==> config.mk <==
export PLATFORM = sky130hd
export DESIGN_NAME = ps2_kbd_device_tx
export DESIGN_NICKNAME = d
export VERILOG_FILES = /design/src/rtl/ps2_kbd_device_tx.sv
export SDC_FILE = /design/constraint.sdc
export NUM_CORES = 1
export LEC_CHECK = 0
export ABC_AREA = 1
export BUFFER_PORTS_ARGS = -buffer_cell sky130_fd_sc_hd__buf_2
export CAP_MARGIN = 40
export CORE_UTILIZATION = 40
export CTS_CLUSTER_SIZE = 40
export DETAILED_ROUTE_END_ITERATION = 6
export HOLD_SLACK_MARGIN = 0.1
export SLEW_MARGIN = 20
export SYNTH_ARGS = -nofsm -noshare
export SYNTH_HDL_FRONTEND = slang
export SYNTH_SLANG_ARGS = --single-unit
==> constraint.sdc <==
create_clock -name clk -period 2.35 [get_ports clk]
set_clock_uncertainty 0.15 [all_clocks]
set_input_delay 0.47 -clock clk [delete_from_list [all_inputs] [get_ports clk]]
set_output_delay 0.47 -clock clk [all_outputs]
set_load 0.01 [all_outputs]
==> src/rtl/ps2_kbd_device_tx.sv <==
// ps2_kbd_device_tx -- device-side PS/2 keyboard transmitter.
// Scancode bytes are queued in a small FIFO and sent one by one as 11-bit
// frames (start 0, data LSB first, odd parity, stop 1) on ps2_clk/ps2_data,
// with an idle gap between frames. Both bus lines are registered outputs.
// Optional feature macro: PS2_TX_BREAK_EN adds input wr_break, which queues
// 8'hF0 followed by wr_data as two entries in a single cycle.

module ps2_kbd_device_tx #(
    parameter int CLK_DIV    = 50,   // clk cycles per ps2_clk half-period
    parameter int FIFO_DEPTH = 8,    // byte queue depth, power of 2
    parameter int GAP_CYC    = 200   // idle clk cycles between frames
) (
    input  logic       clk,
    input  logic       rst,
    input  logic       wr_en,
`ifdef PS2_TX_BREAK_EN
    input  logic       wr_break,
`endif
    input  logic [7:0] wr_data,
    output logic       full,
    output logic       busy,
    output logic       ps2_clk,
    output logic       ps2_data,
    output logic [7:0] sent_cnt,
    output logic       overflow
);

    localparam int PTR_W   = $clog2(FIFO_DEPTH);
    localparam int CNT_W   = PTR_W + 1;
    localparam int TMR_MAX = (CLK_DIV > GAP_CYC) ? CLK_DIV : GAP_CYC;
    localparam int TMR_W   = $clog2(TMR_MAX);

    localparam logic [CNT_W-1:0] DEPTH_C   = CNT_W'(FIFO_DEPTH);
    localparam logic [TMR_W-1:0] HALF_LAST = TMR_W'(CLK_DIV - 1);
    localparam logic [TMR_W-1:0] GAP_LAST  = TMR_W'(GAP_CYC - 1);

    typedef enum logic [1:0] {
        ST_IDLE,
        ST_SETUP,
        ST_LOW,
        ST_GAP
    } state_t;

    // Byte queue
    logic [7:0]       mem_q [FIFO_DEPTH];
    logic [PTR_W-1:0] wr_ptr_q, wr_ptr_d;
    logic [PTR_W-1:0] rd_ptr_q, rd_ptr_d;
    logic [CNT_W-1:0] count_q, count_d;
    logic             overflow_q, overflow_d;
    logic             push_one;
    logic             push_two;
    logic             drop;
    logic             pop;
    logic [7:0]       rd_data;

    // Serialiser
    state_t           state_q;
    logic [TMR_W-1:0] timer_q;
    logic [3:0]       bit_q;
    logic [10:0]      shift_q;
    logic [7:0]       sent_q;
    logic             ps2_clk_q;
    logic             ps2_data_q;

    // The serialiser takes the head byte whenever it is idle and bytes wait.
    assign pop     = (state_q == ST_IDLE) && (count_q != '0);
    assign rd_data = mem_q[rd_ptr_q];

    // Classify this cycle's write request as a one-byte push, a two-byte
    // push or a drop, based on the room left in the queue.
    always_comb begin
        // NOTE: every variable gets a default first, so no latch is inferred.
        push_one = 1'b0;
        push_two = 1'b0;
        drop     = 1'b0;
`ifdef PS2_TX_BREAK_EN
        if (wr_en && wr_break) begin
            if (count_q > DEPTH_C - CNT_W'(2)) begin
                drop = 1'b1;
            end else begin
                push_two = 1'b1;
            end
        end else if (wr_en) begin
            if (count_q == DEPTH_C) begin
                drop = 1'b1;
            end else begin
                push_one = 1'b1;
            end
        end
`else
        if (wr_en) begin
            if (count_q == DEPTH_C) begin
                drop = 1'b1;
            end else begin
                push_one = 1'b1;
            end
        end
`endif
    end

    // A pop never frees room for a push in the same cycle: room is judged on
    // count_q alone, and a simultaneous push and pop leave the count unchanged.
    assign wr_ptr_d   = wr_ptr_q + PTR_W'({push_two, push_one});
    assign rd_ptr_d   = rd_ptr_q + PTR_W'(pop);
    assign count_d    = count_q + CNT_W'({push_two, push_one}) - CNT_W'(pop);
    assign overflow_d = overflow_q | drop;

    // Queue pointers, fill count and the sticky overflow flag.
    always_ff @(posedge clk) begin
        // NOTE: sequential state uses non-blocking assignments so every update
        // on an edge is computed from the values held before that edge.
        if (!rst) begin
            wr_ptr_q   <= '0;
            rd_ptr_q   <= '0;
            count_q    <= '0;
            overflow_q <= 1'b0;
        end else begin
            wr_ptr_q   <= wr_ptr_d;
            rd_ptr_q   <= rd_ptr_d;
            count_q    <= count_d;
            overflow_q <= overflow_d;
        end
    end

    // Queue storage writes; a break push lays down 8'hF0 ahead of the byte.
    always_ff @(posedge clk) begin
        // NOTE: storage is deliberately not reset; the pointers and count
        // define which entries are valid, so stale bytes are never read.
        if (push_one) begin
            mem_q[wr_ptr_q] <= wr_data;
        end else if (push_two) begin
            mem_q[wr_ptr_q]              <= 8'hF0;
            mem_q[wr_ptr_q + PTR_W'(1)]  <= wr_data;
        end
    end

    // Frame FSM: IDLE pops and loads the frame, each bit spends CLK_DIV
    // cycles in SETUP (clock high) then CLK_DIV in LOW (clock low), then the
    // GAP holds both lines high. The bus lines are registered from the
    // current state, so they follow the state by one cycle.
    always_ff @(posedge clk) begin
        if (!rst) begin
            state_q    <= ST_IDLE;
            timer_q    <= '0;
            bit_q      <= '0;
            shift_q    <= '1;
            sent_q     <= '0;
            ps2_clk_q  <= 1'b1;
            ps2_data_q <= 1'b1;
        end else begin
            ps2_clk_q  <= (state_q != ST_LOW);
            ps2_data_q <= (state_q == ST_SETUP || state_q == ST_LOW) ? shift_q[0] : 1'b1;
            case (state_q)
                ST_IDLE: begin
                    if (pop) begin
                        shift_q <= {1'b1, ~^rd_data, rd_data, 1'b0};
                        bit_q   <= '0;
                        timer_q <= '0;
                        state_q <= ST_SETUP;
                    end
                end
                ST_SETUP: begin
                    if (timer_q == HALF_LAST) begin
                        timer_q <= '0;
                        state_q <= ST_LOW;
                    end else begin
                        timer_q <= timer_q + TMR_W'(1);
                    end
                end
                ST_LOW: begin
                    if (timer_q == HALF_LAST) begin
                        timer_q <= '0;
                        if (bit_q == 4'd10) begin
                            sent_q  <= sent_q + 8'd1;
                            state_q <= ST_GAP;
                        end else begin
                            bit_q   <= bit_q + 4'd1;
                            shift_q <= {1'b1, shift_q[10:1]};
                            state_q <= ST_SETUP;
                        end
                    end else begin
                        timer_q <= timer_q + TMR_W'(1);
                    end
                end
                ST_GAP: begin
                    if (timer_q == GAP_LAST) begin
                        timer_q <= '0;
                        state_q <= ST_IDLE;
                    end else begin
                        timer_q <= timer_q + TMR_W'(1);
                    end
                end
                default: state_q <= ST_IDLE;
            endcase
        end
    end

`ifdef PS2_TX_BREAK_EN
    assign full = (count_q > DEPTH_C - CNT_W'(2));
`else
    assign full = (count_q == DEPTH_C);
`endif
    assign busy     = (state_q != ST_IDLE) || (count_q != '0);
    assign ps2_clk  = ps2_clk_q;
    assign ps2_data = ps2_data_q;
    assign sent_cnt = sent_q;
    assign overflow = overflow_q;

endmodule
# After elaboration in Yosys (flattened, before gate mapping)
# Memory sizes are Yosys's and may differ from the RTL's. A register that Yosys moved wholly into a read port is not among the register bits.
# Cells that the tools add are included.
[word_totals]
n_memories = 1
register_bits = 46
ram_bits = 64
input_bits = 11
[classes]
eq_ne = 13
addsub = 7
muxes = 25
bitwise = 1
reduce_logical = 13
[memory_table]
columns = ["memory", "words", "word_bits", "rd", "rd_clocked_by_memory_dff", "wr", "line_no", "source"]
rows = [
  ["mem_q", 8, 8, 1, 1, 1, "45", "logic [7:0] mem_q [FIFO_DEPTH];"],
]
[op_table]
columns = ["operator", "count"]
rows = [
  ["$mux 11", 3],
  ["$mux 8", 3],
  ["$pmux 8 s3", 1],
  ["$pmux 11 s2", 1],
  ["$add 8x1->8 const B", 2],
  ["$mux 4", 3],
  ["$mux 2", 5],
  ["$eq 4x4->1 const B", 2],
  ["$eq 8x6->1 const B", 1],
  ["$eq 8x8->1 const B", 1],
  ["$ne 2x2->1 const B", 4],
  ["$pmux 2 s4", 1],
  ["$pmux 4 s2", 1],
  ["$reduce_and 4->1", 2],
  ["$reduce_xnor 8->1", 1],
  ["$add 3x1->3", 2],
  ["$mux 1", 6],
  ["$add 4x1->4", 1],
  ["$add 4x1->4 const B", 1],
  ["$eq 2x2->1 const B", 2],
  ["$ne 2x1->1 const B", 2],
  ["$reduce_bool 2->1", 2],
  ["$reduce_bool 4->1", 1],
  ["$sub 4x1->4", 1],
  ["9 further kinds", 10],
]

# Longest topological paths before layout
[logic_depth]
depth_word = 5
mapped_depth = 17

# Worst setup path after synthesis
# Ideal clock, no wire load.
[synth_timing]
path_type = "reg2reg"
from = "reg state_q[1]"
to = "reg count_q[2]"
required_ns = 2.072
arrival_time_ns = 1.742
slack_ns = 0.330
period_less_slack_ns = 2.020
path_buffers = 0
stages_incl_launch_ff = 12
cell_sequence = "dfxtp_1 > inv_1 > ha_1 > nand2_1 > nor2_1 > inv_1 > nand2_1 > ha_1 > inv_1 > fa_1 > xor2_1 > nor2_1"
[synth_via]
elab_chain_len = 3
[synth_lines]
columns = ["item", "line_no", "source"]
rows = [
  ["start: declaration", "57", "state_t state_q;"],
  ["start signal: assignment", "143", "state_q <= ST_IDLE;"],
  ["start signal: assignment", "159", "state_q <= ST_SETUP;"],
  ["start signal: assignment", "165", "state_q <= ST_LOW;"],
  ["$logic_not 2->1", "66", "assign pop = (state_q == ST_IDLE) && (count_q != '0);"],
  ["$logic_and 1x1->1", "66", ""],
  ["$sub 4x1->4", "105", "assign count_d = count_q + CNT_W'({push_two, push_one}) - CNT_W'(pop);"],
  ["end signal: assignment", "120", "count_q <= count_d;"],
  ["end: declaration", "48", "logic [CNT_W-1:0] count_q, count_d;"],
]
# Every way passes these cells.
# A chain may end at the register's enable or synchronous reset.

# Worst setup path after layout
[layout_timing]
from = "reg state_q[0]"
to = "out busy"
[layout_via]
elab_chain_len = 2
[layout_lines]
columns = ["item", "line_no", "source"]
rows = [
  ["$reduce_bool 2->1", "203", "assign busy = (state_q != ST_IDLE) || (count_q != '0);"],
  ["$logic_or 1x1->1", "203", ""],
  ["end: declaration", "21", "output logic busy,"],
]
# Every way passes these cells.

==> qor.csv <==
stage;metric;value;unit
status;status;completed;
setup_path;Crit. End Element;output pin;
power_and_ir_drop;P_leak;0.00261;uW
clocking;TritonCTS buffer count;9;
sta;Max-slew headroom;0.607;
floorplanning;Core ar.;13200;um^2
floorplanning;DIE WIDTH;118;um
clocking;CTS clock-pin slew for the worst setup and hold paths;0.07;ns
floorplanning;die area;13900;um^2
sta;Final Hold Violating Endpoints;0;
cells_and_area;Finished Layout Cells;832;
hold_path;Hold Crit Class;input port to flip-flop;
synth;Mapped Cells;622;
floorplanning;Starting Density;0.408;
clocking;Max clock buf depth;2;
drt;drt drc;0;
setup_path;Critical Path AT;1.61;ns
cells_and_area;synth-to-layout area growth;10.9;%
sta;sum of negative setup slack;0;ns
drt;drt wl/cell;12.5;um
sta;Worst Hold Slack;0.223;ns
setup_path;Critical Path RT;1.73;ns
drt;Post-DRT Antenna Nets;0;
global_routing;number of global-route vias before repair;3598;
cells_and_area;layout cells sized above 1;0.159;
setup_path;startpoint types;flip-flop;
drt;final WL;10400;um
synth;Synth Cell Area;5390;um^2
drt;DR pass1 iterations;4;
synth;YS warnings;0;
floorplanning;chip height;118;um
drt;DRT iter0 DRCs;238;
sta;Least-Margin Pin Slew;0.583;ns
cells_and_area;ANT cells;0;
global_routing;largest net degree at the start of global routing;32;
clocking;CTS sink count;109;
synth;Post-synth EDFFs;64;
synth;library cells used by synthesis;39;
setup_path;Crit Path Max Fanout;8;
global_routing;initial antenna violation count;0;
power_and_ir_drop;P per Cell Area;1100;nW/um^2
clocking;H-Tree Level Count;3;
synth;async set or reset register ratio after synthesis;0;
run;max-cap viol count;0;
synth;ys flop type;edfxtp_1;
sta;fmax;448;MHz
sta;fin crit period;2.23;ns
global_routing;GRT Overall Usage;0.162;
place;GPL Wtd Cong;0.829;
clocking;CTS tree;done;
sta;Final period util;0.949;
place;DP Wirelength;7030;um
drt;Via Count;3862;
place;Buffers on Ports;23;
power_and_ir_drop;total power;6570;uW
floorplanning;num rows;42;
clocking;hold_buf cts;0;
global_routing;global-route wire length before repair;17600;um
synth;sequential area share after synthesis;0.524;
synth;syn nets;652;
synth;synthesized area per cell;8.66;um^2
power_and_ir_drop;Worst VDD drop;621;uV
sta;RSZ-0062 raised after global routing;false;
synth;Seq cells post-synth;109;
clocking;Root Driver;clkbuf_16;
clocking;clk_lat worst skew;0.36;ns
setup_path;crit path kind;flip-flop to output pin;
floorplanning;I/O pins;24;
sta;Pins Over Slew Limit;0;
drt;vias per cell;4.64;
global_routing;GRT overflow;0;
sta;final setup fails;0;
cells_and_area;final-stage net count;681;
place;Inst Count DP;816;
setup_path;r2r setup slk;0.19;ns
per-stage QoR:
stage,util,instance area [um^2],setup WS (ns)
global placement,0.430,5680,0.239
global route,0.453,5970,0.00461
CTS,0.452,5960,0.0505
detailed placement,0.430,5680,0.161
floorplan,-,5390,0.330
finish,0.453,5970,0.119
per-layer routing:
metal,GRT usage,part of all wire,up-vias
met1,0.195,0.45,1754
met4,0.0593,0.012,0
met3,0.0383,0.039,9
li1,-,-,2049
met2,0.281,0.50,50
met5,0,0,-
repair_timing:
item | in CTS | in global routing
hold endpoints to repair | 0 | 0
resized for setup | 0 | 3
setup buffers | 0 | 0
setup endpoints to repair | 0 | 3
state kept, by name, indices dropped and copies added, names as in the netlist:
| name | count |
|---|---|
| count_q | 4 |
| overflow | 1 |
| mem_q | 64 |
| rd_ptr_q | 3 |
| timer_q | 8 |
| ps2_clk | 1 |
| state_q | 2 |
| bit_q | 4 |
| shift_q | 10 |
| ps2_data | 1 |
| wr_ptr_q | 3 |
| sent_cnt | 8 |
layout by cell type (no fill, tap or decap), types with 4 or more instances in the layout:
master / n
nand2_1: 189
xor2_1: 4
edfxtp_1: 64
a21oi_1: 25
buf_2: 23
ha_1: 17
inv_2: 6
nor2_1: 41
nor3_1: 7
inv_1: 79
o21ai_2: 9
dfxtp_1: 45
o21ai_0: 14
nand2_2: 17
o21ai_1: 11
nor2_2: 4
nand3_1: 40
buf_4: 15
clkbuf_16: 9
logic make-up after synthesis:
group,share of synthesized area
simple gates,0.253
fa+ha+maj,0.0455
buf+inv,0.0948
flops,0.524
xor+xnor,0.00976
compound gates,0.0727
Yosys cell counts, types with 2 or more instances:
library cell | instances | share of area
buf_4 | 3 | 0.0042
o21ai_0 | 14 | 0.013
xor2_1 | 4 | 0.0065
a21oi_1 | 25 | 0.023
o21a_1 | 2 | 0.0028
dfxtp_1 | 45 | 0.17
nor4_1 | 3 | 0.0035
nand2_1 | 189 | 0.13
o21ai_2 | 9 | 0.015
ha_1 | 18 | 0.042
nor2_4 | 2 | 0.0042
inv_1 | 79 | 0.055
clkbuf_1 | 5 | 0.0035
buf_6 | 8 | 0.017
buf_8 | 2 | 0.0056
nor2_1 | 42 | 0.029
xnor2_1 | 2 | 0.0033
nand3_1 | 40 | 0.037
a31oi_1 | 2 | 0.0023
nand3_2 | 3 | 0.0056
nor3_1 | 7 | 0.0065
buf_2 | 3 | 0.0028
nor2_2 | 3 | 0.0035
o21ai_1 | 11 | 0.010
nand4_1 | 2 | 0.0023
nand2_2 | 17 | 0.020
edfxtp_1 | 64 | 0.36
or2_1 | 2 | 0.0023
inv_2 | 6 | 0.0042
layout make-up:
cell class,instances,area (um^2)
timing repair buffer,39,248
fill,1285,7220
tap,176,220
clock buffer,10,229
multi-input combinational,405,2060
inverter,87,334
clock inverter,6,53.8
sequential,109,2820
critical path: stages (launching register included):
cell     delay, ns
dfxtp_1       0.36
inv_1         0.13
ha_2          0.24
inv_1         0.09
nor2_4        0.18
inv_2         0.10
buf_2         0.15
power breakdown:
part           switching [uW]  leakage (uW)  internal [uW]
Sequential                136      0.000948           2250
Clock                     703      0.000141            740
Combinational            1790       0.00152            957
worst paths after layout:
check	startpoint	to	cells past startpoint
max	state_q[0]	busy	6
min	wr_en	overflow	3
max reg2reg	state_q[0]	count_q[2]	11
min reg2reg	shift_q[0]	ps2_data	2
Note: power is estimated with default switching activity, not from simulation.
